**src/rtl/branch_predictor.sv**
```systemverilog
// Fetch-stage direct-mapped BTB with 2-bit saturating counters.
// Lookup is combinational; one entry is written per cycle from resolution.
module branch_predictor #(
  parameter int ENTRIES = 16,
  parameter int IDX_W   = $clog2(ENTRIES),
  parameter int TAG_W   = 30 - IDX_W
) (
  input  logic        CLK,
  input  logic        RST,
  input  logic [31:0] lookup_pc,
  output logic        pred_taken,
  output logic [31:0] pred_npc,
  output logic [1:0]  prediction,
  output logic        isnew,
  input  logic        update_en,
  input  logic [31:0] update_pc,
  input  logic        update_taken,
  input  logic [31:0] update_target,
  input  logic        freeze
);

  logic [ENTRIES-1:0] valid_q;
  logic [TAG_W-1:0]   tag_q [ENTRIES];
  logic [31:0]        tgt_q [ENTRIES];
  logic [1:0]         cnt_q [ENTRIES];

  logic [IDX_W-1:0] lidx;
  logic [TAG_W-1:0] ltag;
  logic             lhit;

  logic [IDX_W-1:0] uidx;
  logic [TAG_W-1:0] utag;
  logic             uhit;
  logic             we;
  logic             tgt_we;
  logic [1:0]       cnt_d;
  logic             unused;

  assign unused = ^update_pc[1:0];

  assign lidx = lookup_pc[IDX_W+1:2];
  assign ltag = lookup_pc[31:IDX_W+2];
  assign lhit = valid_q[lidx] && (tag_q[lidx] == ltag);

  assign isnew      = !lhit;
  assign prediction = lhit ? cnt_q[lidx] : 2'b01;
  assign pred_taken = lhit && cnt_q[lidx][1];
  assign pred_npc   = pred_taken ? tgt_q[lidx]
                                 : lookup_pc + 32'd4;

  assign uidx = update_pc[IDX_W+1:2];
  assign utag = update_pc[31:IDX_W+2];
  assign uhit = valid_q[uidx] && (tag_q[uidx] == utag);
  assign we   = update_en && !freeze && !RST;

  // Allocation always takes the target; a hit only on taken.
  assign tgt_we = !uhit || update_taken;

  always_comb begin
    cnt_d = update_taken ? 2'b10 : 2'b01;
    if (uhit) begin
      cnt_d = cnt_q[uidx];
      if (update_taken) begin
        if (cnt_q[uidx] != 2'b11)
          cnt_d = cnt_q[uidx] + 2'b01;
      end else begin
        if (cnt_q[uidx] != 2'b00)
          cnt_d = cnt_q[uidx] - 2'b01;
      end
    end
  end

  always_ff @(posedge CLK) begin
    if (RST) begin
      valid_q <= '0;
    end else if (we) begin
      valid_q[uidx] <= 1'b1;
    end
  end

  always_ff @(posedge CLK) begin
    if (we) begin
      tag_q[uidx] <= utag;
      cnt_q[uidx] <= cnt_d;
      if (tgt_we)
        tgt_q[uidx] <= update_target;
    end
  end

endmodule

```
**config.mk**
```make
export PLATFORM = sky130hd
export DESIGN_NAME = branch_predictor
export DESIGN_NICKNAME = d
export VERILOG_FILES = /design/src/rtl/branch_predictor.sv
export SDC_FILE = /design/constraint.sdc
export NUM_CORES = 1
export LEC_CHECK = 0
export CAP_MARGIN = 20
export CELL_PAD_IN_SITES_DETAIL_PLACEMENT = 1
export CELL_PAD_IN_SITES_GLOBAL_PLACEMENT = 1
export CORE_MARGIN = 1
export CORE_UTILIZATION = 55
export DETAILED_ROUTE_END_ITERATION = 7
export PLACE_DENSITY_LB_ADDON = 0.1
export SLEW_MARGIN = 15
export SYNTH_ARGS = -nofsm -noshare
export SYNTH_HDL_FRONTEND = slang
export SYNTH_SLANG_ARGS = --single-unit
```
**constraint.sdc**
```tcl
create_clock -name CLK -period 18.08 [get_ports CLK]
set_clock_uncertainty 0.15 [all_clocks]
set_input_delay 1.808 -clock CLK [delete_from_list [all_inputs] [get_ports CLK]]
set_output_delay 1.808 -clock CLK [all_outputs]
set_load 0.02 [all_outputs]
```
==> impl_metrics.yaml, run 1 <==
run_status:
  status: "completed"
timing:
  fin_tns_setup_ps: 0
  fmax_ghz: 0.09997
  slew_violations: 0
  setup_viol: 0
  min_period_ps: 10000
  worst_pin_slew_ps: 1057
  hold_viol: 0
  rsz0062_at_grt: "no"
  fin_crit_sh_pct: 55.33
  slew_headroom_pct: 29.38
clock_tree:
  clk_path_buf_depth: 3
  cts_resized: 0
  cts.sinks: 976
  cts_buffers: 99
  tritoncts: "done"
  clkSlewWorstSetupHoldPaths_ps: 60
  clock_latency_ps: 670
  root_buffer: "clkbuf_16"
  htree_levels: 3
  postCtsSetupBuffers: 0
  ctsHoldBuffers: 0
final_layout:
  layout_common_cells: "edfxtp_1 (960), mux4_2 (353), mux2i_1 (163)"
  fillCellCount: 6349
  fin_util_pct: 63.18
  layout-drive-gt1-share_pct: 26.48
  syn2layout_area_growth_pct: 13.34
  mostFrequentLayoutCell: "edfxtp_1"
  multiInputGateArea_sq_um: 13530
  area.sequential_sq_um: 29150
  finalNetCount: 2450
routing:
  via_count: 24080
  wl_per_cell_microns: 36.66
  drc: 0
  wl_mm: 127.2
  met1_length_mm: 49.11
  first_iter_violations: 2624
  wl_met3_mm: 11.21
  met2_length_mm: 62.32
  drtAntennaViolNets: 0
  routed_via_density: 6.939
  first_pass_iters: 6
  route.top_layer_used: "met5"
worst_setup_path:
  crit_path_end_kind: "output pin"
  critPathRequiredTime_ps: 16120
  crit_path_start: "lookup_pc[3]"
  path_max_fanout: 91
  setup.worst_path.class: "in -> out"
  r2r-start: "tag_q[10][9]$_DFFE_PP_"
  crit_path_start_kind: "input pin"
  crit_arrival_ps: 8050
yosys:
  synthDistinctLibCells: 74
  syn_area_per_cell_sq_um: 19.74
  syn_nets: 2297
  syn_area_sq_um: 43320
  yosys_warnings: 0
  synth_seq_cells: 976
  synth_edf_count: 960
  dominantRegCellSynth: "edfxtp_1"
  synth-async-reset-ratio_pct: 0
  syn_inst: 2195
  synth_seq_area_share_pct: 67.28
grt:
  overflow: 0
  grt_usage_pct: 32.33
  grt_pass1_wl_mm: 178.8
  antenna_found_initial: 10
  grt_start_max_net_pins: 108
  grt_pass1_vias: 25060
placed_design:
  gp_congestion: 0.9193
  io_buffer_count: 134
  dpl.hpwl_mm: 74.35
die:
  die_y_microns: 282.7
  core_area_sq_um: 77720
  dieArea_sq_um: 79900
  dieWidth_microns: 282.7
  io_pins: 137
  start_util_pct: 55.74
  rows: 102
worst_hold_path:
  hp-class: "reg -> reg"
  hold_start: "valid_q[8]$_SDFFE_PP0P_"
run:
  drv_cap: 0
power_and_ir_drop:
  p_leak_nw: 15.79
  p_per_area_nw_per_um2: 100.3
  ir_worst_vdd_v: 0.00009154
  power_mw: 4.927
## area by class of cell
class,instances,share of cell area (%)
clock inverter,59,1.353
antenna,2,0.01019
sequential,976,59.36
clock buffer,122,5.221
tap,1040,2.650
multi-input combinational,1053,27.54
inverter,25,0.1962
timing repair buffer,193,3.664
## report_power, final
part / switching, mW / internal, mW / leakage, nW
registers: 0.00566 / 2.50 / 8.77
logic: 0.224 / 0.158 / 5.49
clock network: 0.879 / 1.16 / 1.54
## stage by stage
| step | instances | area, sq um | setup slack [ps] | hold slack (ps) |
|---|---|---|---|---|
| floorplan | 2195 | 43320 | 11030 | 301.9 |
| global placement | 3287 | 45870 | 8255 | 311.7 |
| detailed placement | 3287 | 45870 | 8246 | 339.6 |
| CTS | 3468 | 49100 | 8189 | 353.3 |
| global route | 3469 | 49100 | 8070 | 384.9 |
| finish | 3470 | 49100 | 8077 | 350.1 |
## path summary, 6_finish.rpt
| kind | end | slack (ps) | cells past startpoint |
|---|---|---|---|
| max reg2reg | tgt_q[14][23]$_DFFE_PP_ | 13550 | 10 |
| min | valid_q[8]$_SDFFE_PP0P_ | 350 | 2 |
| max | pred_npc[15] | 8080 | 11 |
| min reg2reg | valid_q[8]$_SDFFE_PP0P_ | 350 | 2 |
## flip-flops by register name, indices dropped and copies added, names as in the netlist
register  cells
cnt_q        32
valid_q      16
tag_q       416
tgt_q       512
## synth_stat cells (all sizes together) (3+ instances only)
master	n	area, sq um
a21o	4	30.03
a21oi	11	55.05
a221oi	9	78.83
a22o	9	78.83
a22oi	23	172.7
a2bb2oi	4	35.03
a311oi	5	43.79
a31oi	8	50.05
and2	5	31.28
and3	5	31.28
buf	100	610.6
clkbuf	41	155.1
dfxtp	16	320.3
edfxtp	960	28830
inv	24	90.09
mux2	48	645.6
mux2i	163	1632
mux4	353	7950
nand2	53	198.9
nand2b	9	56.30
nand3	37	185.2
nand3b	3	22.52
nand4	14	93.84
nor2	75	281.5
nor2b	15	93.84
nor3	23	115.1
nor4	18	133.9
o2111ai	3	26.28
o211ai	7	52.55
o21a	3	22.52
o21ai	16	80.08
o22ai	11	68.82
o32a	4	40.04
or2	3	18.77
xnor2	51	446.7
xor2	22	192.7
## cell families (layout without fill, tap and decap cells)
logic type	count (synthesis)	in the layout	share of synthesized area (%)
AND/OR/NAND/NOR	268	268	3.079
adder cells (fa/ha/maj)	1	1	0.02888
multiplexers	564	564	23.61
other	0	2	0
XOR/XNOR	73	73	1.476
buffers and inverters	166	399	1.984
flip-flops	976	976	67.28
AO/OA/AOI/OAI	147	147	2.547
## critical path, cell delays in order
cell             delay [ps]
buf_8                   660
buf_4                   720
mux4_2                  600
mux2i_1                 240
xnor2_1                 150
nor4_1                  730
nand3_1                 220
a211oi_1                440
nand4_4                 870
mux2i_1                 730
clkdlybuf4s50_1         720
## metal layers
metal	GRT usage [%]	vias to the layer above
li1	-	9554
met1	43.82	12970
met2	52.46	1272
met3	6.542	266
met4	11.67	16
met5	0	-
Note: power is estimated with default switching activity, not from simulation.
==> inputs of run 2 (changes only) <==
--- a/config.mk
+++ b/config.mk
@@ -9,7 +9,7 @@
 export CELL_PAD_IN_SITES_DETAIL_PLACEMENT = 1
 export CELL_PAD_IN_SITES_GLOBAL_PLACEMENT = 1
 export CORE_MARGIN = 1
-export CORE_UTILIZATION = 55
+export CORE_UTILIZATION = 54
 export DETAILED_ROUTE_END_ITERATION = 7
 export PLACE_DENSITY_LB_ADDON = 0.1
 export SLEW_MARGIN = 15
==> constraint.sdc (replaced) <==
create_clock -name CLK -period 9.8 [get_ports CLK]
set_clock_uncertainty 0.15 [all_clocks]
set_input_delay 0.98 -clock CLK [delete_from_list [all_inputs] [get_ports CLK]]
set_output_delay 0.98 -clock CLK [all_outputs]
set_load 0.02 [all_outputs]
==> run 2 against run 1 <==
Against the previous run:
- die area increased by 1.8%
- register-to-register slack worse by 8200 ps
- flip-flop and latch count stayed put
- sequential share of layout area is 0.054 points lower
- cell count increased by 0.23%
- global-route usage fell by 1.1 points
- critical path depth rose by 1
- via count shrank 1.0%
- critical endpoint is now pred_npc[20]
- non-clock buffer count down 2
- first-iteration DRC count grew 5.6%
- combinational power increased by 83%
- core utilization is 1.1 points lower
==> impl_metrics.yaml, run 2 (synthesized netlist as in run 1, its figures left out) <==
final_layout:
  final_area_sq_um: 49150
  mostFrequentLayoutCell: "edfxtp_1"
  syn2layout_area_growth_pct: 13.44
  finalNetCount: 2450
  layout-drive-gt1-share_pct: 26.78
  fillCellCount: 6630
  largest_reg_flops: 512
  regMostFlops: "tgt_q"
  largest_registers: "tgt_q x512, tag_q x416, cnt_q x32"
  layout_common_cells: "edfxtp_1 (960), mux4_2 (353), mux2i_1 (163)"
worst_setup_path:
  crit_arrival_ps: 6310
  r2r-end: "tgt_q[10][15]$_DFFE_PP_"
  critical_path.max_stage_delay_ps: 700
  path_max_fanout: 106
  critPathRequiredTime_ps: 8670
  crit_path_top_delay_cell: "o21ai_0"
  crit_path_cell_trace: "buf_6 > buf_12 > mux4_2 > mux2i_1 > xnor2_1 > o21ai_0 > nand2_1 > nor4_1 > nand4_4 > buf_4 > mux2_4 > clkdlybuf4s50_1"
  r2r-start: "tag_q[8][5]$_DFFE_PP_"
  setup.worst_path.class: "in -> out"
  crit_path_end_kind: "output pin"
  crit_path_end: "pred_npc[20]"
  regToRegSetupSlack_ps: 5360
  crit_path_start: "lookup_pc[4]"
  rr_worst_depth: 10
  crit_path_start_kind: "input pin"
routing:
  first_pass_iters: 5
  via_count: 23830
  routed_via_density: 6.853
  wl_per_cell_microns: 36.20
  drtAntennaViolNets: 0
  drc: 0
  first_iter_violations: 2771
  wl_mm: 125.9
power_and_ir_drop:
  p_comb_share_pct: 7.7
  p_seq_share_pct: 50.8
  switchingPower_mw: 2.041
  p_leak_nw: 15.83
  ir_worst_vdd_v: 0.0001614
  p_per_area_nw_per_um2: 185.1
  internal-power_mw: 7.057
  pwr-share-clk_pct: 41.5
  p_sw_share_pct: 22.43
timing:
  setup_viol: 0
  slew_headroom_pct: 34.04
  slew_violations: 0
  worst_pin_slew_ps: 986.3
  fin_crit_sh_pct: 75.88
  fin_tns_setup_ps: 0
  hold_viol: 0
  min_period_ps: 7437
  fmax_ghz: 0.1345
  fin_ws_ps: 2363
  rsz0062_at_grt: "no"
clock_tree:
  clkSlewWorstSetupHoldPaths_ps: 60
  ctsHoldBuffers: 0
  cts_buffers: 101
  cts.sinks: 976
  clock_latency_ps: 690
  cts_resized: 0
  postCtsSetupBuffers: 0
  htree_levels: 3
  tritoncts: "done"
  root_buffer: "clkbuf_16"
  clk_path_buf_depth: 3
run:
  drv_cap: 0
run_status:
  status: "completed"
grt:
  grt_start_max_net_pins: 107
  grt_pass1_wl_mm: 179.2
  grt_pass1_vias: 24930
  grt_usage_pct: 31.28
  overflow: 0
  antenna_found_initial: 14
die:
  dieWidth_microns: 285.3
  dieArea_sq_um: 81370
  core_area_sq_um: 79130
  die_y_microns: 285.3
  start_util_pct: 54.75
  io_pins: 137
  rows: 103
placed_design:
  place_area_sq_um: 45910
  io_buffer_count: 134
  gp_congestion: 0.9141
  dp_slack_ps: 2444
  dpl.hpwl_mm: 74.32
worst_hold_path:
  hp-class: "reg -> reg"
run 2: changes by cell type in the layout (fill, tap and decap cells not counted), sizes merged:
cell,previous run,this run
buf,66,64
bufinv,10,8
clkbuf,122,130
clkinv,40,36
clkinvlp,7,6
diode,2,1
run 2: power by group through the flow:
stage / Combinational (mW) / Clock, mW / Sequential [mW]
5_1_grt: 0.734 / 3.95 / 4.62
4_1_cts: 0.699 / 3.82 / 4.62
6_report: 0.700 / 3.77 / 4.62
3_5_place_dp: 0.694 / 0 / 4.71
2_1_floorplan: 0.419 / 0 / 4.71
3_3_place_gp: 0.682 / 0 / 4.71
run 2: per-stage QoR:
| stage | instances | hold WS [ps] | power, mW | utilization (%) |
|---|---|---|---|---|
| floorplan | 2195 | 301.9 | 5.127 | - |
| global placement | 3295 | 314.4 | 5.390 | 58.01 |
| detailed placement | 3295 | 334.2 | 5.406 | 58.01 |
| CTS | 3477 | 348.1 | 9.143 | 62.11 |
| global route | 3478 | 370.4 | 9.312 | 62.11 |
| finish | 3478 | 342.2 | 9.098 | 62.11 |
run 2: per-layer routing:
layer	wire length, microns	GRT usage (%)
met1	48200	42.35
met5	151	0
met3	11030	6.224
met4	4661	11.54
met2	61870	50.81
run 2: area by class of cell:
class / count / area, sq um / area share (%)
clock inverters: 52 / 563.0 / 1.146
multi-input cells: 1053 / 13530 / 27.52
repair buffers: 191 / 1822 / 3.707
well taps: 1050 / 1314 / 2.673
diodes: 1 / 2.502 / 0.005092
inverters: 25 / 96.34 / 0.1960
clock buffers: 130 / 2678 / 5.448
flip-flops and latches: 976 / 29150 / 59.31
run 2: worst max-delay path, delay by kind of cell:
kind | cells | cell delay (ps)
muxes | 3 | 1060
and+or+nand+nor | 3 | 1280
xor gates and xnor gates | 1 | 90
AOI/OAI and AO/OA | 1 | 700
buffers and inverters | 4 | 1910
run 2: worst min path at each step:
stage	from	end	slack, ps	cells after the start
3_3_place_gp	valid_q[11]$_SDFFE_PP0P_	valid_q[11]$_SDFFE_PP0P_	310	2
6_report	valid_q[10]$_SDFFE_PP0P_	valid_q[10]$_SDFFE_PP0P_	340	2
3_5_place_dp	valid_q[10]$_SDFFE_PP0P_	valid_q[10]$_SDFFE_PP0P_	330	2
2_1_floorplan	valid_q[10]$_SDFFE_PP0P_	valid_q[10]$_SDFFE_PP0P_	300	2
4_1_cts	valid_q[10]$_SDFFE_PP0P_	valid_q[10]$_SDFFE_PP0P_	350	2
5_1_grt	valid_q[10]$_SDFFE_PP0P_	valid_q[10]$_SDFFE_PP0P_	370	2
==> inputs of run 3 (changes only) <==
--- a/config.mk
+++ b/config.mk
@@ -9,7 +9,7 @@
 export CELL_PAD_IN_SITES_DETAIL_PLACEMENT = 1
 export CELL_PAD_IN_SITES_GLOBAL_PLACEMENT = 1
 export CORE_MARGIN = 1
-export CORE_UTILIZATION = 54
+export CORE_UTILIZATION = 49
 export DETAILED_ROUTE_END_ITERATION = 7
 export PLACE_DENSITY_LB_ADDON = 0.1
 export SLEW_MARGIN = 15
==> constraint.sdc (replaced) <==
create_clock -name CLK -period 6.3 [get_ports CLK]
set_clock_uncertainty 0.15 [all_clocks]
set_input_delay 0.63 -clock CLK [delete_from_list [all_inputs] [get_ports CLK]]
set_output_delay 0.63 -clock CLK [all_outputs]
set_load 0.02 [all_outputs]
==> run 3 against run 2 <==
Against the previous run:
- sequential share of layout area is 1.1 points lower
- flip-flop and latch count unchanged
- count of clock-buffer cells in the layout decreased by 10
==> impl_metrics.yaml, run 3 (synthesized netlist as in run 1, its figures left out) <==
run_status:
  status: "completed"
worst_setup_path:
  critPathRequiredTime_ps: 5520
  path_buf_inv: 4
  critical_path.max_stage_delay_ps: 550
  rr_worst_depth: 10
  path_max_fanout: 37
  setup.worst_path.class: "in -> out"
  crit_arrival_ps: 5070
  crit_path_top_delay_cell: "clkdlybuf4s50_1"
  r2r-end: "tgt_q[4][1]$_DFFE_PP_"
  crit_path_cell_trace: "buf_6 > buf_12 > mux4_2 > mux2i_1 > xnor2_1 > nor4_1 > nand3_1 > a211oi_1 > nand4_4 > buf_4 > mux2_4 > clkdlybuf4s50_1"
  r2r-start: "tag_q[7][15]$_DFFE_PP_"
  cp_top_family: "buffers and inverters"
  crit_path_end_kind: "output pin"
  regToRegSetupSlack_ps: 1910
  crit_path_start_kind: "input pin"
die:
  rows: 108
  die_y_microns: 299.4
  dieArea_sq_um: 89610
  core_area_sq_um: 87160
  dieWidth_microns: 299.4
  start_util_pct: 49.71
  io_pins: 137
clock_tree:
  clkSlewWorstSetupHoldPaths_ps: 60
  clk_path_buf_depth: 3
  ctsHoldBuffers: 0
  postCtsSetupBuffers: 0
  htree_levels: 3
  tritoncts: "done"
  cts_buffers: 102
  cts_resized: 0
  root_buffer: "clkbuf_16"
  cts.sinks: 976
  clock_latency_ps: 700
timing:
  fmax_ghz: 0.1709
  hold_slack_ps: 354.0
  hold_viol: 0
  fin_crit_sh_pct: 92.90
  slew_headroom_pct: 26.32
  rsz0062_at_grt: "no"
  setup_viol: 0
  slew_violations: 0
  fin_ws_ps: 447.3
  min_period_ps: 5853
  fin_tns_setup_ps: 0
  worst_pin_slew_ps: 1105
final_layout:
  multiInputGateArea_sq_um: 13530
  mostFrequentLayoutCell: "edfxtp_1"
  area.sequential_sq_um: 29150
  layout-drive-gt1-share_pct: 28.65
  largest_reg_flops: 512
  finalNetCount: 2501
  fillCellCount: 7416
  layout_common_cells: "edfxtp_1 (960), mux4_2 (353), mux2i_1 (163)"
  largest_registers: "tgt_q x512, tag_q x416, cnt_q x32"
  regMostFlops: "tgt_q"
  syn2layout_area_growth_pct: 15.66
power_and_ir_drop:
  p_leak_nw: 16.24
  p_per_area_nw_per_um2: 288.3
  ir_worst_vdd_v: 0.0002613
placed_design:
  gp_congestion: 0.9143
  io_buffer_count: 134
  dpl.hpwl_mm: 80.69
  dp_slack_ps: 475.9
grt:
  overflow: 0
  antenna_found_initial: 8
  grt_pass1_vias: 25180
  grt_usage_pct: 29.58
  grt_start_max_net_pins: 92
  grt_pass1_wl_mm: 186.6
worst_hold_path:
  whs_endpoint: "valid_q[8]$_SDFFE_PP0P_"
  hold_start: "valid_q[8]$_SDFFE_PP0P_"
  hp-class: "reg -> reg"
  holdPathStages: 2
routing:
  drc: 0
  wl_mm: 130.9
  first_iter_violations: 2671
  drtAntennaViolNets: 0
  routed_via_density: 6.587
  first_pass_iters: 8
  via_count: 23970
  wl_per_cell_microns: 35.96
run:
  drv_cap: 0
==> run 3: worst min-delay path, delay by kind of cell, from the launching register on <==
kind	cells	cell delay, ps
and+or+nand+nor	2	140
DFF	1	320
==> run 3: final cells by class <==
type | count | area share (%)
sequential | 976 | 58.17
timing repair buffer | 241 | 4.899
clock inverter | 67 | 1.566
antenna | 2 | 0.009988
clock buffer | 120 | 5.289
tap | 1155 | 2.884
inverter | 25 | 0.1923
multi-input combinational | 1053 | 26.99
==> run 3: how the worst max path moves through the flow <==
stage	start	end	slack, ps	depth (start not counted)
finish	lookup_pc[4]	pred_npc[25]	450	12
global route	lookup_pc[4]	pred_npc[13]	240	12
CTS	lookup_pc[4]	pred_npc[25]	450	12
detailed placement	lookup_pc[4]	pred_npc[21]	480	12
global placement	lookup_pc[4]	pred_npc[13]	470	12
floorplan	update_pc[2]	tgt_q[1][0]$_DFFE_PP_	430	7
==> run 3: metrics by stage <==
step	utilization, %	power (mW)	cell area (sq um)	std cells
after global routing	57.49	14.79	50100	3637
after detailed placement	53.51	8.452	46640	3449
final	57.49	14.45	50110	3639
after global placement	53.51	8.428	46640	3449
after floorplan	-	7.975	43320	2195
after CTS	57.45	14.53	50080	3636
==> run 3: metal layers <==
| layer | part of all wire (%) | vias up | track usage (%) |
|---|---|---|---|
| met5 | 0.069 | - | 0 |
| met4 | 3.2 | 14 | 9.645 |
| met3 | 7.6 | 235 | 5.661 |
| met2 | 49 | 1087 | 48.24 |
| met1 | 40 | 12980 | 40.41 |
| li1 | - | 9654 | - |
==> run 3: where the power goes <==
part	internal [mW]	total [mW]	switching [mW]
clock	3.56	6.12	2.57
combinational	0.475	1.13	0.658
sequential	7.18	7.19	0.0160
total	11.2	14.4	3.24
